--- src/rtl/final_layer_sequencer_pkg.sv ---
`default_nettype none
// +--------------------------------------------------------------------+
// | nn_parameters: shared sizes and FSM encoding for the final layer.  |
// | Rev 1.0                                                            |
// +--------------------------------------------------------------------+
package nn_parameters;

  localparam int OUT_SIZE_4 = 3;
  localparam int SCORE_W    = 32;
  localparam int CLASS_W    = (OUT_SIZE_4 > 1) ? $clog2(OUT_SIZE_4) : 1;

  typedef enum logic [1:0] {
    IDLE = 2'd0,
    LOAD = 2'd1,
    SCAN = 2'd2,
    DONE = 2'd3
  } fl_seq_state_t;

endpackage
`default_nettype wire

--- src/rtl/final_layer_sequencer_if.sv ---
`default_nettype none
// +--------------------------------------------------------------------+
// | final_layer_sequencer_if: score input and result output handshake. |
// | Rev 1.0                                                            |
// +--------------------------------------------------------------------+
interface final_layer_sequencer_if;
  import nn_parameters::*;

  logic                      start;
  logic                      busy;
  logic signed [SCORE_W-1:0] score_in;
  logic                      score_valid;
  logic                      score_ready;
  logic [CLASS_W-1:0]        class_out;
  logic signed [SCORE_W-1:0] max_score;
  logic                      out_valid;
  logic                      out_ready;
  logic                      low_conf;

  modport master (
    output start, score_in, score_valid, out_ready,
    input  busy, score_ready, class_out, max_score, out_valid, low_conf
  );

  modport slave (
    input  start, score_in, score_valid, out_ready,
    output busy, score_ready, class_out, max_score, out_valid, low_conf
  );

endinterface
`default_nettype wire

--- src/rtl/final_layer_sequencer_score_buffer.sv ---
`default_nettype none
// +--------------------------------------------------------------------+
// | fl_score_buffer: class score store, one write port, async read.    |
// | Rev 1.0                                                            |
// +--------------------------------------------------------------------+
module fl_score_buffer #(
  parameter int DEPTH  = 3,
  parameter int WIDTH  = 32,
  parameter int ADDR_W = 2
) (
  input  logic              clk,
  input  logic              wr_en,
  input  logic [ADDR_W-1:0] wr_addr,
  input  logic [WIDTH-1:0]  wr_data,
  input  logic [ADDR_W-1:0] rd_addr,
  output logic [WIDTH-1:0]  rd_data
);

  // Contents are meaningless until loaded, so the array carries no reset.
  logic [WIDTH-1:0] mem [DEPTH];

  always_ff @(posedge clk) begin
    if (wr_en) mem[wr_addr] <= wr_data;
  end

  assign rd_data = mem[rd_addr];

endmodule
`default_nettype wire

--- src/rtl/final_layer_sequencer.sv ---
`default_nettype none
// +--------------------------------------------------------------------+
// | final_layer_sequencer: buffers class scores, serial argmax scan.   |
// | Optional margin check: define FINAL_LAYER_MARGIN_EN.   Rev 1.0     |
// +--------------------------------------------------------------------+
module final_layer_sequencer
  import nn_parameters::*;
#(
  parameter int N_CLASSES = OUT_SIZE_4,
  parameter int MARGIN    = 1000
) (
  input  logic                     clk,
  input  logic                     rst,
  final_layer_sequencer_if.slave   bus
);

  localparam int               CNT_W    = $clog2(N_CLASSES + 1);
  localparam logic [CNT_W-1:0] LAST_IDX = CNT_W'(N_CLASSES - 1);
  localparam logic [CNT_W-1:0] END_IDX  = CNT_W'(N_CLASSES);

  fl_seq_state_t             state, state_next;
  logic [CNT_W-1:0]          idx;
  logic signed [SCORE_W-1:0] rd_score;
  logic signed [SCORE_W-1:0] best_score;
  logic [CLASS_W-1:0]        best_idx;
  logic [CLASS_W-1:0]        class_q;
  logic signed [SCORE_W-1:0] max_q;
  logic                      low_q;
  logic                      low_next;
  logic                      accept;
  logic                      scan_step;
  logic                      take;

  assign accept    = (state == LOAD) && bus.score_valid;
  assign scan_step = (state == SCAN) && (idx != END_IDX);
  // Strictly greater keeps the lowest index on ties.
  assign take      = (idx == '0) || (rd_score > best_score);

  fl_score_buffer #(
    .DEPTH  (N_CLASSES),
    .WIDTH  (SCORE_W),
    .ADDR_W (CLASS_W)
  ) u_buf (
    .clk     (clk),
    .wr_en   (accept),
    .wr_addr (idx[CLASS_W-1:0]),
    .wr_data (bus.score_in),
    .rd_addr (idx[CLASS_W-1:0]),
    .rd_data (rd_score)
  );

  always_ff @(posedge clk or negedge rst) begin
    if (!rst) state <= IDLE;
    else      state <= state_next;
  end

  always_comb begin
    state_next = state;
    case (state)
      IDLE:    if (bus.start) state_next = LOAD;
      LOAD:    if (accept && (idx == LAST_IDX)) state_next = SCAN;
      SCAN:    if (idx == END_IDX) state_next = DONE;
      DONE:    if (bus.out_ready) state_next = IDLE;
      default: state_next = IDLE;
    endcase
  end

  always_ff @(posedge clk or negedge rst) begin
    if (!rst) begin
      idx        <= '0;
      best_score <= '0;
      best_idx   <= '0;
      class_q    <= '0;
      max_q      <= '0;
      low_q      <= 1'b0;
    end else begin
      if ((state == IDLE) && bus.start) idx <= '0;
      else if (accept)    idx <= (idx == LAST_IDX) ? '0 : idx + CNT_W'(1);
      else if (scan_step) idx <= idx + CNT_W'(1);

      if (scan_step && take) begin
        best_score <= rd_score;
        best_idx   <= idx[CLASS_W-1:0];
      end

      if ((state == SCAN) && (idx == END_IDX)) begin
        class_q <= best_idx;
        max_q   <= best_score;
        low_q   <= low_next;
      end
    end
  end

`ifdef FINAL_LAYER_MARGIN_EN
  logic signed [SCORE_W-1:0] second_score;
  logic                      second_valid;
  logic signed [SCORE_W:0]   margin;

  always_ff @(posedge clk or negedge rst) begin
    if (!rst) begin
      second_score <= '0;
      second_valid <= 1'b0;
    end else if (scan_step) begin
      if (idx == '0) begin
        second_valid <= 1'b0;
      end else if (rd_score > best_score) begin
        second_score <= best_score;
        second_valid <= 1'b1;
      end else if (!second_valid || (rd_score > second_score)) begin
        second_score <= rd_score;
        second_valid <= 1'b1;
      end
    end
  end

  // One extra bit so best minus second cannot wrap.
  assign margin   = {best_score[SCORE_W-1], best_score} - {second_score[SCORE_W-1], second_score};
  assign low_next = (N_CLASSES > 1) && (margin < $signed((SCORE_W + 1)'(MARGIN)));
`else
  // MARGIN has no effect here; referenced only so it is not left dangling.
  assign low_next = 1'b0 && (MARGIN >= 0);
`endif

  assign bus.busy        = (state != IDLE);
  assign bus.score_ready = (state == LOAD);
  assign bus.out_valid   = (state == DONE);
  assign bus.class_out   = class_q;
  assign bus.max_score   = max_q;
  assign bus.low_conf    = low_q;

endmodule
`default_nettype wire

--- src/flat_wrapper.sv ---
// flat-port wrapper written by rule: the top's interface ports become plain ports
module final_layer_sequencer_flat import nn_parameters::*;
#(
  parameter int N_CLASSES = OUT_SIZE_4,
  parameter int MARGIN    = 1000
)
  (clk, rst, bus_start, bus_score_in, bus_score_valid, bus_out_ready, bus_busy, bus_score_ready, bus_class_out, bus_max_score, bus_out_valid, bus_low_conf);
  final_layer_sequencer_if bus_i ();
  input  logic clk;
  input  logic rst;
  input wire logic [$bits(bus_i.start)-1:0] bus_start;
  input wire logic [$bits(bus_i.score_in)-1:0] bus_score_in;
  input wire logic [$bits(bus_i.score_valid)-1:0] bus_score_valid;
  input wire logic [$bits(bus_i.out_ready)-1:0] bus_out_ready;
  output wire logic [$bits(bus_i.busy)-1:0] bus_busy;
  output wire logic [$bits(bus_i.score_ready)-1:0] bus_score_ready;
  output wire logic [$bits(bus_i.class_out)-1:0] bus_class_out;
  output wire logic [$bits(bus_i.max_score)-1:0] bus_max_score;
  output wire logic [$bits(bus_i.out_valid)-1:0] bus_out_valid;
  output wire logic [$bits(bus_i.low_conf)-1:0] bus_low_conf;
  assign bus_i.start = bus_start;
  assign bus_i.score_in = bus_score_in;
  assign bus_i.score_valid = bus_score_valid;
  assign bus_i.out_ready = bus_out_ready;
  assign bus_busy = bus_i.busy;
  assign bus_score_ready = bus_i.score_ready;
  assign bus_class_out = bus_i.class_out;
  assign bus_max_score = bus_i.max_score;
  assign bus_out_valid = bus_i.out_valid;
  assign bus_low_conf = bus_i.low_conf;
  final_layer_sequencer #(.N_CLASSES(N_CLASSES), .MARGIN(MARGIN)) u_core (.clk(clk), .rst(rst), .bus(bus_i));
endmodule
--- config.mk ---
export PLATFORM = sky130hd
export DESIGN_NAME = final_layer_sequencer_flat
export DESIGN_NICKNAME = d
export VERILOG_FILES = /design/src/rtl/final_layer_sequencer_pkg.sv /design/src/rtl/final_layer_sequencer_if.sv /design/src/rtl/final_layer_sequencer_score_buffer.sv /design/src/rtl/final_layer_sequencer.sv /design/src/flat_wrapper.sv
export SDC_FILE = /design/constraint.sdc
export NUM_CORES = 1
export LEC_CHECK = 0
export ABC_AREA = 1
export CELL_PAD_IN_SITES_DETAIL_PLACEMENT = 1
export CELL_PAD_IN_SITES_GLOBAL_PLACEMENT = 1
export CORE_MARGIN = 2
export CORE_UTILIZATION = 45
export DETAILED_ROUTE_END_ITERATION = 10
export PLACE_DENSITY = 0.77
export RECOVER_POWER = 50
export SYNTH_ARGS = -nofsm -noshare
export SYNTH_HDL_FRONTEND = slang
export SYNTH_SLANG_ARGS = --single-unit
export TNS_END_PERCENT = 30
--- constraint.sdc ---
create_clock -name clk -period 4.45 [get_ports clk]
set_clock_uncertainty 0.1 [all_clocks]
set_input_delay 0.445 -clock clk [delete_from_list [all_inputs] [get_ports clk]]
set_output_delay 0.445 -clock clk [all_outputs]
set_load 0.005 [all_outputs]
==> reports/metrics.cfg <==
[route]
drtPass1Iterations=5
drtIter0Drc=209
wl_per_cell_um=17.1
ant_nets=0
wl_um=16700
num_vias=4936
drc_errors=0
vias_per_cell=5.06

[yosys]
ys_ff_latch=168
async_flop_share_pct=42.9
synthCells=674
ys_warn_count=0
synth_edf_count=96
ys_seq_area_share_pct=64.9
ys.flop_type=edfxtp_1
synth_top_area_share_pct=40.0
netlist_top_cells_area=edfxtp_1, dfrtp_1, nand2_1
synth.largest_area_cell=edfxtp_1
avgSynthCellArea_um2=10.7
synth_cell_types=30
synth_area_um2=7210
syn-num-nets=748

[global_routing]
grt_antenna_before_repair=0
grt_use_total_pct=21.2
grt.overflow.total=0
grt_pass1_wl_um=27200
grt_max_degree=39
grt_pass1_vias=5329

[final_layout]
final_cell_mix=nand2_1, edfxtp_1, dfrtp_1
drive_above_1_share_pct=8.30
nets=821
num-fill-cells=1728
register_area_um2=4680
fin_area_um2=8740
finish.utilization_pct=55.4
n_antenna_cell=0
layout_commonest_cell=nand2_1
multi_input_area_um2=2210
area_growth_pct=21.2

[floorplanning]
die_y_um=131
ios=75
die_area_um2=17100
fp-row-count=46
core_area_um2=15800
die_w_um=131
start_util_pct=45.7

[power]
p_leak_nw=3.78
p_comb_share_pct=40.7
powerDensity_nw_per_um2=705
vdd_ir_drop_max_mv=0.323
p_sw_share_pct=38.6
p_int_mw=3.78
p_clk_share_pct=23.9
seq_power_share_pct=35.4
switchingPower_mw=2.38

[clocking]
root_buffer=clkbuf_16
postCtsSetupRepairBufs=0
clk_pin_slew_ps=60
hold_buffers=0
clock-sinks=168
htree_levels=4
clock_latency_ps=430
clock_path_buffers=2
tritoncts=done
cts_buffers=17
cts_resized=0

[setup_path]
critPathKind=flop to flop
worstSetupStartpointType=flop
slowest_stage=dfrtp_1
rr_endpoint=u_core.best_score[11]
arrival_ps=4030
cp.required_ps=4660
path_max_fanout=35
end_kind=flop
worstReg2RegStart=u_core.idx[0]
critPathTopFamily=simple AND/OR/NAND/NOR gates
critPathBufInv=2
reg2reg_setup_slack_ps=630
crit_path_frequent_cell=nand2_1
critPathMaxStageDelay_ps=540
rr_worst_depth=18
path_cells=inv_2 > nor2_2 > buf_12 > nand2_1 > nand3_1 > ha_1 > a21oi_1 > nand2_1 > nand2_1 > nand2_1 > a21oi_1 > nand2_1 > nand2_1 > nand3_2 > nand2_4 > nand2_4 > nand2_1 > nand2_1

[timing]
relSlewSlack_pct=-43.9
timing.final.crit_share_pct=85.8
setup_viol=0
setup_tns_ps=0
tightest_slew_ps=2160
min_period_ps=3820
maxSlewViolCount=75
whs_ps=369
grt_setup_unrepaired=no
hold_viol=0
max_freq_ghz=0.262

[hold_path]
hold_path_end=u_core.best_idx[1]
min_delay_path_depth=2
holdCritPathClass=flop to flop
min_from=u_core.best_idx[1]

[place]
port_buffers=73
dpl.hpwl_um=11600
gp_congestion=0.837
placed_area_um2=8160

[run_status]
outcome=complete, but fails checks
violations=capacitance limit, slew limit

[flow_run]
drv_cap=2

sequential cells by signal, indices dropped and copies added, names as in the netlist:
name	count
u_core.u_buf.mem	96
u_core.best_score	32
u_core.bus.max_score	32
u_core.best_idx	2
u_core.bus.class_out	2
u_core.idx	2
u_core.state	2
power groups by stage:
| stage | clock network, mW | logic (mW) | registers [mW] |
|---|---|---|---|
| floorplan | 0 | 1.70 | 2.17 |
| finish | 1.47 | 2.51 | 2.18 |
| global route | 1.55 | 2.87 | 2.22 |
| detailed placement | 0 | 2.53 | 2.21 |
| global placement | 0 | 2.38 | 2.19 |
| CTS | 1.50 | 2.57 | 2.18 |
worst reg2reg max path: cells and delay by family, from the launching register on:
family	cells	cell delay, ps
AND/OR/NAND/NOR	13	2110
flip-flops	1	540
AO/OA/AOI/OAI	2	370
buffers and inverters	2	320
adder cells (fa/ha/maj)	1	280
area by class of cell:
class                   instances  area share (%)
clock buffers                  19            4.95
clock inverters                12            1.75
inverters                      51            2.19
multi-input cells             427            25.3
flip-flops and latches        168            53.6
well taps                     216            3.09
repair buffers                 82            9.16
stage by stage:
stage          setup WS, ps  power (mW)  cells
2_1_floorplan           879        3.87    674
3_3_place_gp            820        4.56    944
3_5_place_dp            647        4.74    944
4_1_cts                 604        6.26    975
5_1_grt                 255        6.64    975
6_report                631        6.16    975
cell usage after synthesis (2+ instances only):
| master | count |
|---|---|
| nand2_4 | 2 |
| nand3_1 | 69 |
| nand2_2 | 10 |
| nor2_1 | 14 |
| o21ai_0 | 2 |
| buf_4 | 4 |
| inv_2 | 8 |
| buf_2 | 4 |
| buf_6 | 3 |
| o21ai_1 | 35 |
| mux2_1 | 3 |
| nand2_1 | 224 |
| clkbuf_1 | 17 |
| nor3_1 | 2 |
| a21oi_1 | 15 |
| o21a_1 | 2 |
| nand4_1 | 3 |
| inv_1 | 43 |
| dfrtp_1 | 72 |
| ha_1 | 37 |
| edfxtp_1 | 96 |
worst max path at each step:
| stage | startpoint | to | slack (ps) | cells after the start |
|---|---|---|---|---|
| global placement | u_core.idx[0] | u_core.best_score[3] | 820 | 18 |
| finish | u_core.idx[0] | u_core.best_score[11] | 630 | 18 |
| CTS | u_core.idx[0] | u_core.best_score[11] | 600 | 18 |
| global route | u_core.idx[0] | u_core.best_score[4] | 260 | 18 |
| floorplan | u_core.idx[1] | u_core.u_buf.mem[1][0] | 880 | 3 |
| detailed placement | u_core.idx[0] | u_core.best_score[6] | 650 | 18 |
metal layers:
| layer | global-route usage (%) | share of wire (%) | routed length (um) |
|---|---|---|---|
| met1 | 28.6 | 46 | 7700 |
| met2 | 34.8 | 49 | 8120 |
| met3 | 3.91 | 3.8 | 642 |
| met4 | 7.45 | 1.5 | 243 |
| met5 | 0 | 0 | 0 |
cells by family (layout without fill, tap and decap cells):
kind of cell / Yosys count / count (layout) / synth area share (%)
compound gates: 60 / 60 / 4.44
fa+ha+maj: 37 / 37 / 6.42
buf+inv: 79 / 164 / 4.70
flops: 168 / 168 / 64.9
mux: 3 / 3 / 0.468
other cells: 1 / 1 / 0.0520
simple gates: 326 / 326 / 19.0
No activity file was read; power rests on OpenSTA's default activity.
